==> config.mk <==
export PLATFORM = sky130hd
export DESIGN_NAME = serial_subtractor
export DESIGN_NICKNAME = d
export VERILOG_FILES = /design/src/rtl/serial_sub_pkg.sv /design/src/rtl/full_subtractor_cell.sv /design/src/rtl/serial_subtractor.sv
export SDC_FILE = /design/constraint.sdc
export NUM_CORES = 1
export LEC_CHECK = 0
export CAP_MARGIN = 20
export CORE_MARGIN = 2
export CORE_UTILIZATION = 52
export CTS_CLUSTER_DIAMETER = 40
export DETAILED_ROUTE_END_ITERATION = 6
export PLACE_DENSITY = 0.78
export SYNTH_ARGS = -nofsm -noshare
export SYNTH_HDL_FRONTEND = slang
export SYNTH_SLANG_ARGS = --single-unit
==> constraint.sdc <==
create_clock -name clk -period 1.9 [get_ports clk]
set_input_delay 0.38 -clock clk [delete_from_list [all_inputs] [get_ports clk]]
set_output_delay 0.38 -clock clk [all_outputs]
set_load 0.01 [all_outputs]
==> src/rtl/serial_sub_pkg.sv <==
// serial_sub_pkg: shared state encoding and default width for the bit-serial subtractor
package serial_sub_pkg;

    localparam int SERSUB_WIDTH = 8;

    typedef enum logic [1:0] {
        IDLE  = 2'd0,
        SHIFT = 2'd1,
        DONE  = 2'd2
    } sersub_state_t;

endpackage

==> src/rtl/full_subtractor_cell.sv <==
// full_subtractor_cell: one-bit combinational full subtractor, d = a - b - bin
module full_subtractor_cell (
    input  logic a_i,
    input  logic b_i,
    input  logic bin_i,
    output logic d_o,
    output logic bout_o
);

    // Borrow out when a is 0 and b is 1, or when a equals b and a borrow came in.
    always_comb begin
        d_o    = a_i ^ b_i ^ bin_i;
        bout_o = (~a_i & b_i) | (~(a_i ^ b_i) & bin_i);
    end

endmodule

==> src/rtl/serial_subtractor.sv <==
// serial_subtractor: LSB-first bit-serial a - b - bin with valid/ready handshakes; ovf_out exists when SERSUB_OVF_EN is defined
module serial_subtractor
    import serial_sub_pkg::*;
#(
    parameter int WIDTH = SERSUB_WIDTH
) (
    input  logic             clk,
    input  logic             rst_n,
    input  logic             in_valid,
    output logic             in_ready,
    input  logic [WIDTH-1:0] a_in,
    input  logic [WIDTH-1:0] b_in,
    input  logic             bin_in,
    output logic             out_valid,
    input  logic             out_ready,
    output logic [WIDTH-1:0] diff_out,
    output logic             bout_out
`ifdef SERSUB_OVF_EN
    ,
    output logic             ovf_out
`endif
);

    localparam int CW = $clog2(WIDTH);

    sersub_state_t    state_q, state_d;
    logic [WIDTH-1:0] a_sr_q, a_sr_d;
    logic [WIDTH-1:0] b_sr_q, b_sr_d;
    logic [WIDTH-1:0] diff_q, diff_d;
    logic [WIDTH-2:0] res_q, res_d;
    logic [CW-1:0]    cnt_q, cnt_d;
    logic             br_q, br_d;
    logic             bout_q, bout_d;
    logic             out_valid_q, out_valid_d;
    logic             cell_d, cell_bout;
    logic             last;
`ifdef SERSUB_OVF_EN
    logic             ovf_q, ovf_d;
`endif

    full_subtractor_cell u_cell (
        .a_i    (a_sr_q[0]),
        .b_i    (b_sr_q[0]),
        .bin_i  (br_q),
        .d_o    (cell_d),
        .bout_o (cell_bout)
    );

    assign last      = cnt_q == CW'(WIDTH - 1);
    assign in_ready  = state_q == IDLE;
    assign out_valid = out_valid_q;
    assign diff_out  = diff_q;
    assign bout_out  = bout_q;
`ifdef SERSUB_OVF_EN
    assign ovf_out   = ovf_q;
`endif

    // Next-state: capture in IDLE, one cell step per SHIFT cycle, hold results in DONE.
    always_comb begin
        state_d     = state_q;
        a_sr_d      = a_sr_q;
        b_sr_d      = b_sr_q;
        diff_d      = diff_q;
        res_d       = res_q;
        cnt_d       = cnt_q;
        br_d        = br_q;
        bout_d      = bout_q;
        out_valid_d = out_valid_q;
`ifdef SERSUB_OVF_EN
        ovf_d       = ovf_q;
`endif
        case (state_q)
            IDLE: begin
                if (in_valid) begin
                    a_sr_d  = a_in;
                    b_sr_d  = b_in;
                    br_d    = bin_in;
                    cnt_d   = '0;
                    res_d   = '0;
                    state_d = SHIFT;
                end
            end
            SHIFT: begin
                a_sr_d = a_sr_q >> 1;
                b_sr_d = b_sr_q >> 1;
                br_d   = cell_bout;
                cnt_d  = cnt_q + 1'b1;
                res_d  = (WIDTH-1)'({cell_d, res_q} >> 1);
                if (last) begin
                    state_d     = DONE;
                    diff_d      = {cell_d, res_q};
                    bout_d      = cell_bout;
                    out_valid_d = 1'b1;
`ifdef SERSUB_OVF_EN
                    ovf_d       = (a_sr_q[0] ^ b_sr_q[0]) & (a_sr_q[0] ^ cell_d);
`endif
                end
            end
            DONE: begin
                if (out_ready) begin
                    out_valid_d = 1'b0;
                    state_d     = IDLE;
                end
            end
            default: state_d = IDLE;
        endcase
    end

    // State register; an asynchronous reset aborts any job so no partial result is shown.
    always_ff @(posedge clk or negedge rst_n) begin
        if (!rst_n) begin
            state_q     <= IDLE;
            a_sr_q      <= '0;
            b_sr_q      <= '0;
            diff_q      <= '0;
            res_q       <= '0;
            cnt_q       <= '0;
            br_q        <= 1'b0;
            bout_q      <= 1'b0;
            out_valid_q <= 1'b0;
`ifdef SERSUB_OVF_EN
            ovf_q       <= 1'b0;
`endif
        end else begin
            state_q     <= state_d;
            a_sr_q      <= a_sr_d;
            b_sr_q      <= b_sr_d;
            diff_q      <= diff_d;
            res_q       <= res_d;
            cnt_q       <= cnt_d;
            br_q        <= br_d;
            bout_q      <= bout_d;
            out_valid_q <= out_valid_d;
`ifdef SERSUB_OVF_EN
            ovf_q       <= ovf_d;
`endif
        end
    end

endmodule

# After elaboration in Yosys (flattened, before gate mapping)
# Cells that the tools add are included.
# op_classes
n_addsub	1
mul	0
div_mod_pow	0
order_cmp	0
n_eq_ne	6
shift	0
mux	17
bitwise_logic	7
reduce_logical	7
# op_table
op	count
case mux 8 bit (2 select lines)	2
2-to-1 mux 8 bit	2
case mux 7 bit (2 select lines)	1
2-to-1 mux 7 bit	1
2-to-1 mux 2 bit	3
!= test 2 bit, second input constant	3
case mux 2 bit (3 select lines)	1
case mux 3 bit (2 select lines)	1
AND reduction 3 bit	2
case mux 1 bit (2 select lines)	2
AND reduction 2 bit	2
nonzero test 2 bit	2
adder 3 x 1 -> 3 bit, second input constant	1
equality test 3 bit, second input constant	1
2-to-1 mux 1 bit	3
2-to-1 mux 3 bit	1
bitwise AND 1 bit	2
equality test 2 x 1 -> 1 bit, second input constant	1
equality test 2 bit, second input constant	1
zero test 2 bit	1
NOT 1 bit	2
XOR 1 bit	2
OR 1 bit	1
# totals
regBits	39
latch_bits	0
ram_bits	0
mem_bits_ro	0
inputBits	21
wordCells	47
mem_count	0

# Depth between registers and ports, before layout
# Gate-level depths: netlist (run 1).
# logic_depth
depth_word	5
depth_mapped	5
ltp_nobuf	4

# Modules after synthesis
# Synthesis (run 1) repeated with hierarchy kept, for this count alone.
# hier_totals
cells_unflattened	127
area_unflattened_um2	1762.9
# by_module_without_submodules
module	instances	cells_each	area_each_um2	seq_area_each_um2
serial_subtractor	1	123	1731.7	975.9
full_subtractor_cell	1	4	31.3	0.0

# Worst setup path after synthesis (run 1)
# Ideal clock, no wire load.
# synth_timing
path_kind	reg-to-reg
startpoint	register cnt_q[0]
endpoint	register diff_q[0] (netlist: diff_out[0])
t_arrival_ns	1.298
required_time_ns	1.775
slack_ns	0.477
stages_incl_launch_ff	6
path_buffers	1
period_less_slack_ns	1.423
path_cell_list	dfrtp_1 ha_1 ha_1 nand3b_1 buf_6 mux2_4
# synth_between
elab_chain_cells	2
# synth_rtl
element	line	rtl
start, declared	serial_subtractor.sv:31	logic [CW-1:0] cnt_q, cnt_d;
start signal, assigned	serial_subtractor.sv:130	cnt_q <= cnt_d;
equality test 3 bit	serial_subtractor.sv:49	assign last = cnt_q == CW'(WIDTH - 1);
AND reduction 2 bit (no line)	-	
end signal, assigned	serial_subtractor.sv:128	diff_q <= diff_d;
end, declared	serial_subtractor.sv:29	logic [WIDTH-1:0] diff_q, diff_d;
# Every way passes these cells.
# A chain may end at the register's enable or synchronous reset.

# Final worst setup path (run 1)
# layout_timing
startpoint	register state_q[0]
endpoint	output in_ready
# layout_between
elab_chain_cells	1
# layout_rtl
element	line	rtl
start, declared	serial_subtractor.sv:26	sersub_state_t state_q, state_d;
start signal, assigned	serial_subtractor.sv:125	state_q <= state_d;
zero test 2 bit	serial_subtractor.sv:50	assign in_ready = state_q == IDLE;
end, declared	serial_subtractor.sv:10	output logic in_ready,
# Every way passes these cells.

==> key figures, run 1 <==
Drt
  • Via Count: 1314
  • Number of routed nets with antenna violations: 0
  • Routed wire length: 3.70 mm
  • DRC Markers: 0
  • Via-to-Cell Ratio: 5.74
  • DR pass1 iterations: 5
  • Routed wire per std cell: 16.2 um
  • Starting DRC count in detailed routing: 102

Critical path
  • Critical Path RT: 1.52 ns
  • WS Path Type: reg2out
  • Critical Path End Type: output pin
  • R2R Setup Slk: 0.30 ns
  • Startpoint types: flop
  • Arr. time, crit path: 1.44 ns
  • Crit path cell chain: nor2_2, clkdlybuf4s50_1
  • Critical Path Fanout Max: 2
  • CP peak stage delay: 0.55 ns
  • Crit-path slowest cell: clkdlybuf4s50_1

Layout
  • Fill cells: 271
  • Share of cells above drive strength 1: 0.230
  • Commonest non-fill, non-tap cell in the layout: dfrtp_1
  • Finished Layout Cells: 229
  • Final Cell Area: 2300 um^2
  • Area grow syn2layout: 21.2%
  • Nets: 206
  • N_diodes: 0
  • Most frequent cells in the layout: dfrtp_1 (38), clkdlybuf4s50_1 (30), inv_1 (17)

Synth
  • Yosys reg bits: 39
  • Yosys cell types: 32
  • Mapped Cells: 145
  • Netlist Area Pre-Place: 1900 um^2
  • Post-Syn Area per Cell: 13.1 um^2
  • Yosys top cell by area: dfrtp_1
  • Net Count, Synth: 169
  • Main area contributors after synthesis: dfrtp_1 (51%), mux2_4 (6.3%), nor3b_1 (4.3%)
  • Top cell type's share of synthesized area: 0.514
  • Post-synth EDFFs: 0
  • Post-synthesis sequential area ratio: 0.514
  • Yosys synthesis warning count: 0
  • Top FF cell, synth: dfrtp_1
  • Fraction of registers with async set/reset: 1.00

Global routing
  • Largest net degree at the start of global routing: 40
  • Grt ovf: 0
  • Antenna violations before repair: 0
  • First-pass GRT wire length: 6.27 mm
  • Vias in the first global route: 1357
  • Tot GR Track Use: 0.199

Timing
  • Slew Limit Headroom: 0.682
  • Setup TNS: 0 ns
  • Tcrit/Tclk final: 0.958
  • Setup-failing EPs final: 0
  • Worst slew pin tran: 0.478 ns
  • Maximum operating frequency: 549 MHz
  • Fin. Hold Viols: 0
  • Minimum clock period: 1.82 ns
  • Hold_ws: 0.0563 ns
  • RSZ-0062 raised after global routing: no
  • Slew Viols, Final: 0
  • Clock skew: 0.0125 ns

Placement
  • RD Place Congestion: 0.725
  • Placed Instances: 220
  • Dpl hpwl: 2.61 mm
  • Port Buffers: 31
  • Placement Cell Area: 2240 um^2

Pwr
  • Peak VDD IR: 0.767 mV
  • Power per cell area: 1460 nW/um^2
  • Total chip power: 0.00337 W
  • Leak pwr: 1.01 nW

Run status
  • Status: finished clean

Die
  • Core Box Area: 3420 um^2
  • Die area: 4150 um^2
  • Top Ports: 32
  • Chip width: 64.4 um
  • Initial Util: 0.556
  • DIE HEIGHT: 64.4 um
  • Row count: 21

CTS
  • Root Buffer: clkbuf_4
  • CTS tree: built
  • H-tree Lvls: 2
  • Clock Latency Late Sink: 0.35 ns
  • Max Root-Sink Buffers: 2
  • Reg clk slew, reported paths: 0.13 ns
  • Cts bufs inserted: 5
  • Sink Count: 39

Min path
  • Min-Delay Path Class: in2async

Job
  • Max_cap viols: 0
-- metrics by stage --
stage          setup WS, ns   util
6_report             0.0791  0.674
5_1_grt              0.0146  0.674
4_1_cts              0.0400  0.674
3_5_place_dp          0.106  0.655
3_3_place_gp          0.191  0.655
2_1_floorplan         0.477      -
-- what timing repair did --
action                     CTS  global route
setup endpoints to repair    1             0
gates resized for setup      1             0
setup buffers                1             0
hold buffers                 0             0
hold endpoints to repair     0             0
-- registers in the layout, summed over array words and instances, names as in the netlist --
| register | cells |
|---|---|
| a_sr_q | 8 |
| b_sr_q | 8 |
| bout_out | 1 |
| br_q | 1 |
| cnt_q | 3 |
| diff_out | 8 |
| out_valid | 1 |
| res_q | 7 |
| state_q | 2 |
-- logic make-up (layout without fill, tap and decap cells) --
logic type,after synthesis,count (layout),share of synthesized area
mux,10,10,0.0744
flops,39,39,0.514
compound gates,31,31,0.152
simple gates,33,33,0.150
buf+inv,29,67,0.0869
fa+ha+maj,3,3,0.0237
-- power by group --
group          switching [W]  internal (W)  leakage [nW]
sequential          0.000209       0.00120         0.475
combinational       0.000690      0.000843         0.506
clock               0.000292      0.000141        0.0272
total                0.00119       0.00218          1.01
-- synthesized netlist by cell type, drive strengths merged, types with 2 or more instances --
| library cell | instances |
|---|---|
| a211oi | 11 |
| a21oi | 2 |
| a222oi | 4 |
| a22o | 9 |
| buf | 10 |
| clkbuf | 2 |
| dfrtp | 39 |
| ha | 2 |
| inv | 17 |
| mux2 | 9 |
| nand2b | 2 |
| nor2b | 4 |
| nor3b | 11 |
| nor4b | 11 |
-- critical path, delay by kind of cell (launching register included) --
kind	cells	cell delay, ns
buffers and inverters	1	0.55
AND/OR/NAND/NOR	1	0.12
flip-flops	1	0.43
-- path summary, 6_finish.rpt --
check                                 from         end  depth (start not counted)
max in group asynchronous            rst_n  state_q[0]                          2
min in group clk                 a_sr_q[7]   a_sr_q[7]                          1
worst min register to register   a_sr_q[7]   a_sr_q[7]                          1
worst min-delay path                 rst_n   b_sr_q[2]                          2
worst max register to register  state_q[1]   b_sr_q[5]                          3
worst max-delay path            state_q[0]    in_ready                          2
-- cell type report --
type	instances	area [um^2]	share of cell area
timing repair buffer	42	388	0.168
multi-input combinational	77	758	0.329
inverter	17	63.8	0.0277
clock buffer	5	37.5	0.0163
sequential	39	977	0.424
tap	46	57.6	0.0250
clock inverter	3	20.0	0.00870
-- metal layers --
layer | part of all wire | wire length (um) | global-route usage | vias to the layer above
li1 | - | - | - | 601
met5 | 0 | 0 | 0 | -
met4 | 0.021 | 78 | 0.109 | 0
met2 | 0.50 | 1830 | 0.318 | 43
met1 | 0.44 | 1620 | 0.260 | 659
met3 | 0.045 | 168 | 0.0347 | 11
Note: power is estimated with default switching activity, not from simulation.
==> inputs of run 2 (changes only) <==
- HOLD_SLACK_MARGIN: not set -> 0.06
==> results of run 2 <==
The final DEF is identical to that of run 1; final timing and power are the same.
